File: src/rtl/if_pkg.sv
// Shared types and constants for the instruction-fetch stage.
package if_pkg;

  typedef enum logic [1:0] {
    IDLE = 2'd0,
    REQ  = 2'd1,
    HOLD = 2'd2
  } if_state_e;

  localparam logic [1:0] JMP_SEQ = 2'b00;
  localparam logic [1:0] JMP_J   = 2'b01;
  localparam logic [1:0] JMP_JR  = 2'b10;

  localparam logic [31:0] NOP_WORD_DEFAULT = 32'h0000_0000;

  typedef struct packed {
    logic [31:0] order;
    logic [31:0] pcadd4;
    logic        valid;
  } ifid_t;

  // Sequential successor; wraps modulo 2^32 by construction.
  function automatic logic [31:0] pc_add4(input logic [31:0] pc);
    return pc + 32'd4;
  endfunction

endpackage

File: src/rtl/if_next_pc.sv
// Redirect priority mux: register jumps, then j/jal, then taken branch.
module if_next_pc
  import if_pkg::*;
(
  input  logic [1:0]  jump_i,
  input  logic [1:0]  rjump_i,
  input  logic        pcsrc_i,
  input  logic [31:0] baddr_i,
  input  logic [31:0] jaddr_i,
  input  logic [31:0] jraddr_i,
  output logic        redir_o,
  output logic [31:0] target_o
);

  always_comb begin
    redir_o  = 1'b0;
    target_o = baddr_i;
    if (rjump_i != 2'b00) begin
      redir_o  = 1'b1;
      target_o = jraddr_i;
    end else begin
      case (jump_i)
        JMP_JR: begin
          redir_o  = 1'b1;
          target_o = jraddr_i;
        end
        JMP_J: begin
          redir_o  = 1'b1;
          target_o = jaddr_i;
        end
        JMP_SEQ: begin
          redir_o  = pcsrc_i;
          target_o = baddr_i;
        end
        // reserved encoding behaves as sequential
        default: begin
          redir_o  = pcsrc_i;
          target_o = baddr_i;
        end
      endcase
    end
  end

endmodule

File: src/rtl/if_fetch_stage.sv
// Instruction-fetch stage: PC, req/ack fetch FSM, redirect pend, hold and IF/ID registers.
// Define IFID_FLUSH_EN to squash the word fetched alongside a redirect instead of keeping a delay slot.
module if_fetch_stage
  import if_pkg::*;
#(
  parameter logic [31:0] RESET_PC = 32'h0000_0000,
  parameter logic [31:0] NOP_WORD = NOP_WORD_DEFAULT
) (
  input  logic        CLOCK,
  input  logic        RESET,
  input  logic        IF_inPCWRITE,
  input  logic        IF_inIFIDWRITE,
  input  logic        IF_inpcsrc,
  input  logic [31:0] IF_inbaddress,
  input  logic [1:0]  IF_injump,
  input  logic [31:0] IF_injumpaddress,
  input  logic [1:0]  IF_inrjump,
  input  logic [31:0] IF_injraddress,
  output logic        IMEM_req,
  output logic [31:0] IMEM_addr,
  input  logic        IMEM_ack,
  input  logic [31:0] IMEM_rdata,
  output logic [31:0] IFID_ORDER,
  output logic [31:0] IFID_PCADD4,
  output logic        IFID_VALID,
  output logic [31:0] IF_outPC
);

  if_state_e   state_q, state_d;
  logic [31:0] pc_q, pc_d;
  logic        pend_vld_q, pend_vld_d;
  logic [31:0] pend_tgt_q, pend_tgt_d;
  logic [31:0] hold_q, hold_d;
  ifid_t       ifid_q, ifid_d;

  logic        load;
  logic        redir;
  logic        redir_live;
  logic        deliver;
  logic        squash;
  logic [31:0] target;
  logic [31:0] pc_plus4;
  logic [31:0] fetch_word;

  if_next_pc u_next_pc (
    .jump_i   (IF_injump),
    .rjump_i  (IF_inrjump),
    .pcsrc_i  (IF_inpcsrc),
    .baddr_i  (IF_inbaddress),
    .jaddr_i  (IF_injumpaddress),
    .jraddr_i (IF_injraddress),
    .redir_o  (redir),
    .target_o (target)
  );

  // A mismatched PCWRITE/IFIDWRITE pair is treated as a stall.
  assign load       = IF_inIFIDWRITE & IF_inPCWRITE;
  assign redir_live = redir & ifid_q.valid & IF_inPCWRITE;
  assign pc_plus4   = pc_add4(pc_q);
  assign fetch_word = (state_q == HOLD) ? hold_q : IMEM_rdata;
  assign deliver    = load & (((state_q == REQ) & IMEM_ack) | (state_q == HOLD));

`ifdef IFID_FLUSH_EN
  assign squash = redir_live | pend_vld_q;
`else
  assign squash = 1'b0;
`endif

  always_comb begin
    state_d    = state_q;
    pc_d       = pc_q;
    pend_vld_d = pend_vld_q;
    pend_tgt_d = pend_tgt_q;
    hold_d     = hold_q;
    ifid_d     = ifid_q;

    case (state_q)
      IDLE: state_d = REQ;
      REQ: begin
        if (IMEM_ack && !load) begin
          hold_d  = IMEM_rdata;
          state_d = HOLD;
        end
      end
      HOLD:    state_d = HOLD;
      default: state_d = IDLE;
    endcase

    if (deliver) begin
      ifid_d.order  = squash ? NOP_WORD : fetch_word;
      ifid_d.pcadd4 = pc_plus4;
      ifid_d.valid  = ~squash;
      pc_d          = redir_live ? target : (pend_vld_q ? pend_tgt_q : pc_plus4);
      pend_vld_d    = 1'b0;
      state_d       = REQ;
    end else if (redir_live) begin
      // remember the redirect until the next word is actually delivered
      pend_vld_d = 1'b1;
      pend_tgt_d = target;
    end
  end

  always_ff @(posedge CLOCK or negedge RESET) begin
    if (!RESET) begin
      state_q       <= IDLE;
      pc_q          <= RESET_PC;
      pend_vld_q    <= 1'b0;
      pend_tgt_q    <= 32'h0;
      hold_q        <= 32'h0;
      ifid_q.order  <= NOP_WORD;
      ifid_q.pcadd4 <= 32'h0;
      ifid_q.valid  <= 1'b0;
    end else begin
      state_q    <= state_d;
      pc_q       <= pc_d;
      pend_vld_q <= pend_vld_d;
      pend_tgt_q <= pend_tgt_d;
      hold_q     <= hold_d;
      ifid_q     <= ifid_d;
    end
  end

  assign IMEM_req    = (state_q == REQ);
  assign IMEM_addr   = pc_q;
  assign IFID_ORDER  = ifid_q.order;
  assign IFID_PCADD4 = ifid_q.pcadd4;
  assign IFID_VALID  = ifid_q.valid;
  assign IF_outPC    = pc_q;

endmodule

File: config.mk
export PLATFORM = sky130hd
export DESIGN_NAME = if_fetch_stage
export DESIGN_NICKNAME = d
export VERILOG_FILES = /design/src/rtl/if_pkg.sv /design/src/rtl/if_next_pc.sv /design/src/rtl/if_fetch_stage.sv
export SDC_FILE = /design/constraint.sdc
export NUM_CORES = 1
export LEC_CHECK = 0
export CAP_MARGIN = 20
export CORE_ASPECT_RATIO = 1.75
export CORE_MARGIN = 2
export CORE_UTILIZATION = 43
export DETAILED_ROUTE_END_ITERATION = 16
export PLACE_DENSITY = 0.82
export SYNTH_ARGS = -nofsm -noshare
export SYNTH_HDL_FRONTEND = slang
export SYNTH_SLANG_ARGS = --single-unit
File: constraint.sdc
create_clock -name CLOCK -period 1.9 [get_ports CLOCK]
set_input_delay 0.19 -clock CLOCK [delete_from_list [all_inputs] [get_ports CLOCK]]
set_output_delay 0.19 -clock CLOCK [all_outputs]
set_load 0.005 [all_outputs]
==> results by group <==
GRT
  – Met3 Resource Use GR: 3.38%
  – First-pass GRT wire length: 44600 µm
  – Most used routing layer: met2
  – Largest net degree at the start of global routing: 65
  – Met1 usage: 28.8%
  – Initial antenna violation count: 0
  – Gr usage total: 25.5%
  – Met2 usage: 44.3%
  – GRT overflow: 0
  – Vias in the first global route: 8707

Synth
  – Cell taking the most area after synthesis: dfrtp_1
  – Simple-gate area share of the yosys netlist: 14.9%
  – Yosys warns: 0
  – Largest family of logic cells by synthesized area: compound AO/OA/AOI/OAI gates
  – Share of the yosys chip area belonging to registers: 46.3%
  – Post-synth top area share: 46.3%
  – Mapped Area: 8870 µm²
  – Mux contribution to synthesized area: 8.68%
  – Top FF cell, synth: dfrtp_1
  – Synth cell types: 65
  – Synth Area in Compound Gates: 20.4%
  – Adder-cell share of the synthesized area: 0.847%
  – Async S/R FF share, synth: 100%
  – Syn Area/Cell: 9.47 µm²
  – Synth Register Bits: 164
  – Synth top cells by count: dfrtp_1, nand2_1, o21ai_0, clkbuf_1, nor2_1
  – Synth Area in XOR/XNOR: 2.37%
  – Syn nets: 1080
  – Most frequent cell after synthesis: dfrtp_1
  – EDFF count, synth: 0
  – Synth area leaders: dfrtp_1, o21ai_0, nand2_1, mux2_2, mux2i_1
  – Synth Instances: 936

Setup path
  – Worst path arrival time: 2.38 ns
  – Setup CP Type: register to register
  – Reg-to-reg critical path endpoint: IF_outPC[26]$_DFFE_PN0P_
  – Startpoint types: register
  – Worst R2R Path Depth: 7
  – Critical Path End Type: register
  – R2R setup slack: -0.11 ns
  – Crit Path Max Fanout: 4
  – Reg2reg start: IF_outPC[2]$_DFFE_PN0P_
  – Req. time, crit path: 2.26 ns

Power and ir drop
  – Static leakage: 5.69 nW
  – PwrDens: 1360 nW/µm²
  – Worst IR drop on VDD: 830 µV
  – Tot Pwr: 18.4 mW

Layout
  – Final #Nets: 1419
  – Share of cells above drive strength 1: 21.7%
  – ANT cells: 0
  – FF+latch area: 4110 µm²
  – Final cell utilization of the core: 66.9%
  – Multi-input gate area: 4470 µm²
  – Cell Count, Final, Fillers Out: 1536
  – Fill cell count: 1532
  – Layout area overhead: 53.0%

STA
  – Worst setup margin: -0.113 ns
  – Final-report max-slew violation count: 0
  – Crit path time final: 2.01 ns
  – Slew margin rel.: 61.5%
  – FMAX: 497 MHz
  – Final Setup Violations: 18
  – Worst-margin pin slew: 0.572 ns
  – Layout Skew: 0.0132 ns
  – Fin. Hold Viols: 0
  – Final Cycle Share: 106%
  – Unrepaired setup endpoints after global routing: yes

Floorplan
  – Die span in y: 194 µm
  – CORE AREA: 20300 µm²
  – I/O pins: 268
  – Initial Util: 43.7%
  – Rows: 69
  – Die width: 113 µm
  – Die footprint: 21800 µm²

Worst hold path
  – Worst hold path class: input pin to async pin

Detailed routing
  – WL/cell: 19.2 µm
  – DR pass1 iterations: 5
  – Routed WL: 29400 µm
  – Post-DR vias/cell: 5.84
  – Antenna Nets Post-Route: 0
  – DR vias: 8967
  – Iter 0 DRT Violations: 830
  – DRC Markers: 0

Placement
  – Setup WS pre-CTS: -0.630 ns
  – # port buffers: 267
  – DP HPWL: 21500 µm
  – Placed cells: 1487
  – RD Place Congestion: 0.962

Outcome
  – Failing checks: setup timing
  – Outcome: finished with violations

CTS
  – CTS sink count: 164
  – Clock root cell: clkbuf_16
  – Worst-path clk slew: 0.07 ns
  – Clock latency on the worst-skew pair: 0.43 ns
  – CTS tree: built
  – Total CTS buffers: 17
  – Longest Clk Path Bufs: 2
  – H-Tree Depth: 4

Run
  – Max cap viols: 0
[stage by stage]
stage	hold slack [ns]	setup TNS, ns	cell area (µm²)
finish	0.270	-0.764	13600
global placement	0.160	-32.53	12600
detailed placement	0.161	-34.56	12600
global route	0.310	-2.48	13600
floorplan	-0.106	-0.109	8950
CTS	0.273	-0.0209	13300
[how the worst max path moves through the flow]
stage	cells after the start	from	endpoint
final	7	IF_outPC[2]$_DFFE_PN0P_	IF_outPC[26]$_DFFE_PN0P_
after global routing	7	IF_outPC[2]$_DFFE_PN0P_	IF_outPC[26]$_DFFE_PN0P_
after CTS	5	IF_outPC[6]$_DFFE_PN0P_	IF_outPC[19]$_DFFE_PN0P_
after detailed placement	11	IF_injump[0]	IF_outPC[20]$_DFFE_PN0P_
after global placement	10	IF_injump[0]	IF_outPC[29]$_DFFE_PN0P_
after floorplan	6	IF_outPC[7]$_DFFE_PN0P_	IF_outPC[23]$_DFFE_PN0P_
[area by class of cell]
class                      instances  share of cell area (%)
multi-input combinational        656                    32.9
clock buffer                      20                    3.37
inverter                          15                   0.415
tap                              248                    2.29
sequential                       164                    30.3
timing repair buffer             421                    30.0
clock inverter                    12                   0.701
[sequential cells by signal, indices dropped and copies added, names as in the netlist]
signal       flops
IFID_ORDER      32
IFID_PCADD4     32
IF_outPC        32
hold_q          32
pend_tgt_q      32
state_q          2
IFID_VALID       1
pend_vld_q       1
[cells by family (layout without fill, tap and decap cells)]
kind of cell,after synthesis,in the layout
adders and majority gates,6,6
xor gates and xnor gates,24,24
AOI/OAI and AO/OA,278,278
buffers and inverters,116,468
DFF,164,164
and+or+nand+nor,276,276
muxes,72,72
[worst max-delay path: stages (launching register included)]
cell	delay, ns
dfrtp_1	0.42
ha_2	0.22
nand4_1	0.21
nor4_1	0.26
buf_4	0.18
nand4_1	0.19
a21oi_1	0.24
o221a_2	0.22
[cells in the final DEF (no fill, tap or decap), types with 5 or more instances in the layout]
cell,synthesis,routed
nand2_1,139,135
nand3_1,18,13
nor2_1,43,42
a211o_1,9,9
mux2_2,39,39
o21ai_0,106,101
xor2_1,8,8
o311ai_0,5,5
buf_4,34,129
o211ai_1,8,8
inv_6,0,5
buf_6,0,8
a21oi_1,30,29
o31ai_1,10,6
inv_1,14,13
a21o_1,7,7
clkdlybuf4s50_1,0,263
nand3b_1,5,5
o21a_1,5,5
nor4_4,0,5
xnor2_1,16,14
a22oi_1,35,35
nand4_1,14,14
o21ai_1,0,5
a211oi_1,9,5
a22o_1,6,6
a31oi_1,9,8
buf_12,0,16
clkinvlp_4,0,5
nor3_1,15,13
dfrtp_1,164,160
a221oi_1,10,10
mux2i_1,33,33
clkbuf_16,0,18
[per-layer routing]
layer	wire length, µm	part of all wire (%)	vias up
met4	1870	6.3	0
met3	1840	6.3	146
met2	15000	51	523
li1	-	-	4054
met1	10700	36	4244
met5	0	0	-
[what timing repair did]
| item | 4_1_cts | 5_1_grt |
|---|---|---|
| pin swaps | 9 | 18 |
| endpoints found under the setup margin | 73 | 54 |
| gates cloned | 0 | 1 |
| endpoints found under the hold margin | 44 | 0 |
| setup buffers | 5 | 10 |
| hold buffers | 1 | 0 |
| resized for setup | 26 | 36 |
[power by group]
part,leakage (nW),internal (mW),switching (mW)
Sequential,2.00,5.05,1.06
Combinational,3.43,5.03,4.06
Clock,0.256,1.76,1.49
Note: power is estimated with default switching activity, not from simulation.
